File: src/rtl/mips16_boot_loader.sv
// Byte-stream boot loader: assembles big-endian 16-bit words into the mips instruction memory
// and holds the core in reset until the image is complete. Optional MIPS16_BOOT_CHECKSUM_EN adds a trailing XOR byte.
module mips16_boot_loader #(
   parameter int ADDR_W = 8
) (
   input  logic              clk,
   input  logic              reset,
   input  logic              in_valid,
   input  logic [7:0]        in_data,
   output logic              in_ready,
   output logic              imem_we,
   output logic [ADDR_W-1:0] imem_addr,
   output logic [15:0]       imem_wdata,
   output logic              cpu_reset,
   output logic              done,
   output logic              error,
   output logic [ADDR_W:0]   word_count
);

`ifdef MIPS16_BOOT_CHECKSUM_EN
   typedef enum logic [2:0] {
      S_LEN_HI, S_LEN_LO, S_DATA_HI, S_DATA_LO, S_CHK, S_DONE, S_ERROR
   } state_t;
`else
   typedef enum logic [2:0] {
      S_LEN_HI, S_LEN_LO, S_DATA_HI, S_DATA_LO, S_DONE, S_ERROR
   } state_t;
`endif

   localparam logic [16:0] CAPACITY = 17'd1 << ADDR_W;

   state_t      state_reg;
   logic [7:0]  len_hi_reg;
   logic [15:0] len_reg;
   logic [7:0]  hi_reg;
`ifdef MIPS16_BOOT_CHECKSUM_EN
   logic [7:0]  chk_reg;
`endif

   logic        accept;
   logic [15:0] len_next;
   logic [16:0] count_plus_one;
   logic        last_word;

   assign accept         = in_valid & in_ready;
   assign len_next       = {len_hi_reg, in_data};
   assign count_plus_one = 17'(word_count) + 17'd1;
   assign last_word      = (count_plus_one == {1'b0, len_reg});

   always_ff @(posedge clk) begin
      if (!reset) begin
         state_reg  <= S_LEN_HI;
         in_ready   <= 1'b0;
         imem_we    <= 1'b0;
         imem_addr  <= '0;
         imem_wdata <= '0;
         cpu_reset  <= 1'b1;
         done       <= 1'b0;
         error      <= 1'b0;
         word_count <= '0;
         len_hi_reg <= '0;
         len_reg    <= '0;
         hi_reg     <= '0;
`ifdef MIPS16_BOOT_CHECKSUM_EN
         chk_reg    <= '0;
`endif
      end else begin
         imem_we <= 1'b0;
`ifdef MIPS16_BOOT_CHECKSUM_EN
         // The checksum byte itself is excluded from the running XOR.
         if (accept && state_reg != S_CHK)
            chk_reg <= chk_reg ^ in_data;
`endif
         case (state_reg)
            S_LEN_HI: begin
               in_ready <= 1'b1;
               if (accept) begin
                  len_hi_reg <= in_data;
                  state_reg  <= S_LEN_LO;
               end
            end
            S_LEN_LO: begin
               if (accept) begin
                  len_reg <= len_next;
                  if (len_next == 16'd0 || {1'b0, len_next} > CAPACITY) begin
                     state_reg <= S_ERROR;
                     in_ready  <= 1'b0;
                     error     <= 1'b1;
                  end else begin
                     state_reg <= S_DATA_HI;
                  end
               end
            end
            S_DATA_HI: begin
               if (accept) begin
                  hi_reg    <= in_data;
                  state_reg <= S_DATA_LO;
               end
            end
            S_DATA_LO: begin
               if (accept) begin
                  imem_we    <= 1'b1;
                  imem_addr  <= word_count[ADDR_W-1:0];
                  imem_wdata <= {hi_reg, in_data};
                  word_count <= word_count + 1'b1;
                  if (last_word) begin
`ifdef MIPS16_BOOT_CHECKSUM_EN
                     state_reg <= S_CHK;
`else
                     state_reg <= S_DONE;
                     in_ready  <= 1'b0;
                     done      <= 1'b1;
                     cpu_reset <= 1'b0;
`endif
                  end else begin
                     state_reg <= S_DATA_HI;
                  end
               end
            end
`ifdef MIPS16_BOOT_CHECKSUM_EN
            S_CHK: begin
               if (accept) begin
                  in_ready <= 1'b0;
                  if (in_data == chk_reg) begin
                     state_reg <= S_DONE;
                     done      <= 1'b1;
                     cpu_reset <= 1'b0;
                  end else begin
                     state_reg <= S_ERROR;
                     error     <= 1'b1;
                  end
               end
            end
`endif
            default: begin
               in_ready <= 1'b0;
            end
         endcase
      end
   end

endmodule

File: config.mk
export PLATFORM = sky130hd
export DESIGN_NAME = mips16_boot_loader
export DESIGN_NICKNAME = d
export VERILOG_FILES = /design/src/rtl/mips16_boot_loader.sv
export SDC_FILE = /design/constraint.sdc
export NUM_CORES = 1
export LEC_CHECK = 0
export ABC_AREA = 1
export BUFFER_PORTS_ARGS = -buffer_cell sky130_fd_sc_hd__buf_2
export CAP_MARGIN = 20
export CORE_MARGIN = 8
export CORE_UTILIZATION = 56
export CTS_CLUSTER_SIZE = 40
export DETAILED_ROUTE_END_ITERATION = 12
export PLACE_DENSITY = 0.79
export SLEW_MARGIN = 25
export SYNTH_ARGS = -nofsm -noshare
export SYNTH_HDL_FRONTEND = slang
export SYNTH_SLANG_ARGS = --single-unit
File: constraint.sdc
create_clock -name clk -period 2.2 [get_ports clk]
set_clock_uncertainty 0.05 [all_clocks]
set_input_delay 0.33 -clock clk [delete_from_list [all_inputs] [get_ports clk]]
set_output_delay 0.33 -clock clk [all_outputs]
set_load 0.02 [all_outputs]
Word-level counts from Yosys, hierarchy flattened
Index checks and enable logic that the tools add are counted.
{"block": "word_totals", "wordCells": 53, "out_inout_bits": 38, "ff_bits": 73, "in_bits": 11}
{"block": "op_classes", "n_lt_le_gt_ge": 1, "muxes": 13, "n_addsub": 2, "reduce_logical": 13, "eq_ne": 10, "n_bitwise": 2}
{"op": "$mux W3", "count": 6}
{"op": "$eq A10 B16 Y1", "count": 1}
{"op": "$gt A16 B9 Y1 const B", "count": 1}
{"op": "$logic_not A16 Y1", "count": 1}
{"op": "$ne A2 B2 Y1 const B", "count": 6}
{"op": "$pmux W3 S4", "count": 1}
{"op": "$add A9 B1 Y10 const B", "count": 1}
{"op": "$reduce_and A2 Y1", "count": 5}
{"op": "$reduce_and A5 Y1", "count": 2}
{"op": "$add A9 B1 Y9 const B", "count": 1}
{"op": "$eq A3 B2 Y1 const B", "count": 2}
{"op": "$reduce_and A3 Y1", "count": 2}
{"op": "$mux W1", "count": 5}
{"op": "$pmux W1 S4", "count": 1}
{"op": "$reduce_bool A4 Y1", "count": 1}
{"op": "$eq A3 B1 Y1 const B", "count": 1}
{"op": "$logic_not A3 Y1", "count": 1}
{"op": "$and A1 B1 Y1", "count": 1}
{"op": "$logic_or A1 B1 Y1", "count": 1}
{"op": "$not A1 Y1", "count": 1}

Longest topological paths before layout
{"block": "depth", "ltp_word": 5, "ltp_mapped": 15, "ltp_nobuf": 15}

Worst setup path after synthesis
No wires, ideal clock.
{"block": "synth_path", "kind": "reg-to-reg", "start": "reg word_count[0]", "end": "reg cpu_reset", "n_path_buf": 0, "setup_time_ns": 0.123, "slack_ns": 0.163, "stages_incl_launch_ff": 12, "t_arrival_ns": 1.864, "cell_sequence": "dfxtp_1 ha_1 nand3_1 nor2_2 nand3_1 nand3_1 nand2_1 nor2_1 nand3_2 or2_4 nand2_1 nand2_1"}
{"block": "synth_between", "elab_chain_cells": 3}
{"item": "start, declared", "line_no": "17", "rtl": "output logic [ADDR_W:0] word_count"}
{"item": "start signal, assigned", "line_no": "105", "rtl": "word_count <= word_count + 1'b1;"}
{"item": "$add A9 B1 Y10", "line_no": "47", "rtl": "assign count_plus_one = 17'(word_count) + 17'd1;"}
{"item": "$eq A10 B16 Y1", "line_no": "48", "rtl": "assign last_word = (count_plus_one == {1'b0, len_reg});"}
{"item": "$reduce_and A3 Y1 (no line)"}
{"item": "end signal, assigned", "line_no": "57", "rtl": "cpu_reset <= 1'b1;"}
{"item": "end signal, assigned", "line_no": "113", "rtl": "cpu_reset <= 1'b0;"}
{"item": "end, declared", "line_no": "14", "rtl": "output logic cpu_reset,"}
Every way passes these cells.
A chain may end at the register's enable or synchronous reset.

Final worst setup path
{"block": "layout_path", "start": "reg word_count[3]", "end": "reg cpu_reset"}
Same word-level chain as after synthesis.

==> impl_results.md <==
* Total power at 2.70 mW
* Port bufs at 48
* # nets final at 503
* Remaining global-route overflow at 0
* RSZ-0062 raised after global routing: false
* Highest routed metal layer: met4
* Synth Cell Area at 3090 um2
* Synth cell types at 26
* Sequential cell area at 1460 um2
* Row count at 27
* Synth area leaders: dfxtp_1 (47%), nor2_1 (14%), o21ai_0 (11%), nand2_1 (7.0%), inv_1 (4.6%)
* Tmin final at 1.94 ns
* Lkg Pwr at 1.75 nW
* Seq/Total Area, Yosys at 47.3%
* Die span in y at 90.3 um
* Met2 WL at 3320 um
* TritonCTS Sinks at 73
* Crit path DAT at 2.11 ns
* Max-slew violation count at 0
* Cell Area, Placed at 3420 um2
* Initial DRC count at 223
* Top cell by count, worst path: nand2_1
* Max Cap Viol at 0
* Clock Root Buffer: clkbuf_8
* Worst vdd ir at 0.467 mV
* Max incr delay on CP at 0.48 ns
* Gate Count Post-Synth at 440
* Setup TNS at 0 ns
* Design area at 3630 um2
* Endpoint class of the critical path: flip-flop
* Reg2reg setup slack at 0.26 ns
* CTS tree: yes
* CTS resizes at 0
* Synth Net Count at 452
* Die ar. at 8150 um2
* First-pass GRT wire length at 12600 um
* Post-Syn Area per Cell at 7.02 um2
* FILL cells at 460
* First-pass iteration count of the detailed router at 5
* Vias in the first global route at 2811
* Hold Buf Count CTS at 0
* Async set-reset flop share out of synthesis at 0%
* Gr usage total at 18.6%
* Worst min-delay path category: input pin to flip-flop
* Synth warnings at 0
* Die width at 90.3 um
* CP Depth at 12
* TritonCTS buffer count at 9
* Via count at 2972
* Clk buf depth at 2
* DRC viols at 0
* Antenna violations before repair at 0
* WP buf/inv at 1
* Pre-CTS WS at 0.274 ns
* Finish-stage setup viols at 0
* Clock latency on the worst-skew pair at 0.34 ns
* Met3 WL post-DR at 465 um
* Post-CTS setup buffer count at 0
* Post-synth EDFFs at 0
* Post-synth top area cell: dfxtp_1
* PwrDens at 745 nW/um2
* DRT Wirelength at 7480 um
* Area of the core at 5410 um2
* Antenna Nets Post-Route at 0
* Period utilization at 88.2%
* CP max-delay cell: dfxtp_1
* Seq cells post-synth at 73
* CP required at 2.37 ns
* CP delay by family, top: simple AND/OR/NAND/NOR gates
* DPL Wire Length at 5310 um
* Hold slack final at 0.255 ns
* Worst-path fanout max at 7
* Starting Density at 57.2%
* Startpoint types: flip-flop
* Area grow syn2layout at 17.4%
* Antenna diodes at 0
* Worst path cell trace: inv_1, nor2_4, nand2_1, nand2_1, nor2_1, nor2_1, nand2_1, nor2_2, nand3_2, or2_4, nand2_1, nand2_1
* Top Ports at 49
* PnR worst setup slack at 0.261 ns
* Placer Congestion at 0.852
* Wire length per cell at 13.2 um
* Fin cells at 567
* Placed Cells incl. Taps at 552
* Ys flop type: dfxtp_1
* Final core occ at 67.1%
* Fin. Hold Viols at 0
* Synth top cells by count: nor2_1 (112), dfxtp_1 (73), o21ai_0 (65)
* Hold Path Stages at 3
* H-tree depth at 3
* Vias/cell at 5.24
* Share of layout cells above drive strength 1 at 16.8%
* Reg2reg path depth at 12
* Maximum number of pins on one net before global-route repair at 32
* Crit Path Category: flip-flop to flip-flop
* Multi-input gate area at 1410 um2
* Achievable Freq at 516 MHz
* M1 wire length at 3450 um
* Yosys top cell area share at 47.3%
* Clock transition at the registers of the reported paths at 0.07 ns
* Count leader, synth: nor2_1
* Status: finished, final reports clean
* Measured slew at the worst slew-check pin at 0.658 ns
* Normalized max-slew margin at 56.1%
[routing by layer]
| metal | GRT usage, % | up-vias |
|---|---|---|
| li1 | - | 1521 |
| met1 | 22.8 | 1347 |
| met2 | 28.5 | 83 |
| met3 | 4.82 | 21 |
| met4 | 11.5 | 0 |
| met5 | 0 | - |
[power breakdown]
| part | internal [mW] | switching (mW) | leakage, nW |
|---|---|---|---|
| clock network | 0.663 | 0.469 | 0.106 |
| registers | 1.36 | 0.0244 | 0.590 |
| logic | 0.0624 | 0.127 | 1.05 |
| total | 2.08 | 0.620 | 1.75 |
[cells in the final DEF, fill, tap and decap left out]
cell type  netlist  final
nor2_1         112    112
dfxtp_1         73     73
o21ai_0         65     65
nand2_1         58     58
buf_2            3     48
inv_1           38     38
nand3_1         28     28
a21oi_1         20     20
clkbuf_8         0     10
buf_4            1      9
nor2_2           4      4
o211ai_1         4      4
a31oi_1          3      3
nand4_1          3      3
nand2_2          2      2
nor2_4           2      2
nand3_2          2      2
clkbuf_1        13      2
bufinv_16        0      2
inv_2            1      1
o21bai_1         1      1
nand3b_1         1      1
nor4_1           1      1
nor3_1           1      1
clkinv_1         1      1
or2_4            1      1
a21oi_2          1      1
ha_1             1      1
clkinv_2         0      1
[worst min-delay path, stage by stage]
cell	delay (ns)
buf_2	0.14
nor2_1	0.06
nor2_1	0.08
[final timing paths]
check | from | endpoint
worst max-delay path | word_count[3] | cpu_reset
worst min-delay path | in_data[0] | len_reg[0]
worst max register to register | word_count[3] | cpu_reset
worst min register to register | cpu_reset | cpu_reset
[final cells by class]
type	count	share of cell area, %
clock buffer	12	4.00
clock inverter	3	1.79
inverter	40	4.14
multi-input combinational	310	38.8
sequential	73	40.3
tap	72	2.48
timing repair buffer	57	8.49
[cells by family (layout without fill, tap and decap cells)]
| group | count (synthesis) | after routing | share of synthesized area [%] |
|---|---|---|---|
| simple gates | 215 | 215 | 29.3 |
| flops | 73 | 73 | 47.3 |
| fa+ha+maj | 1 | 1 | 0.405 |
| compound gates | 94 | 94 | 15.9 |
| buf+inv | 57 | 112 | 7.17 |
No activity file was read; power rests on OpenSTA's default activity.
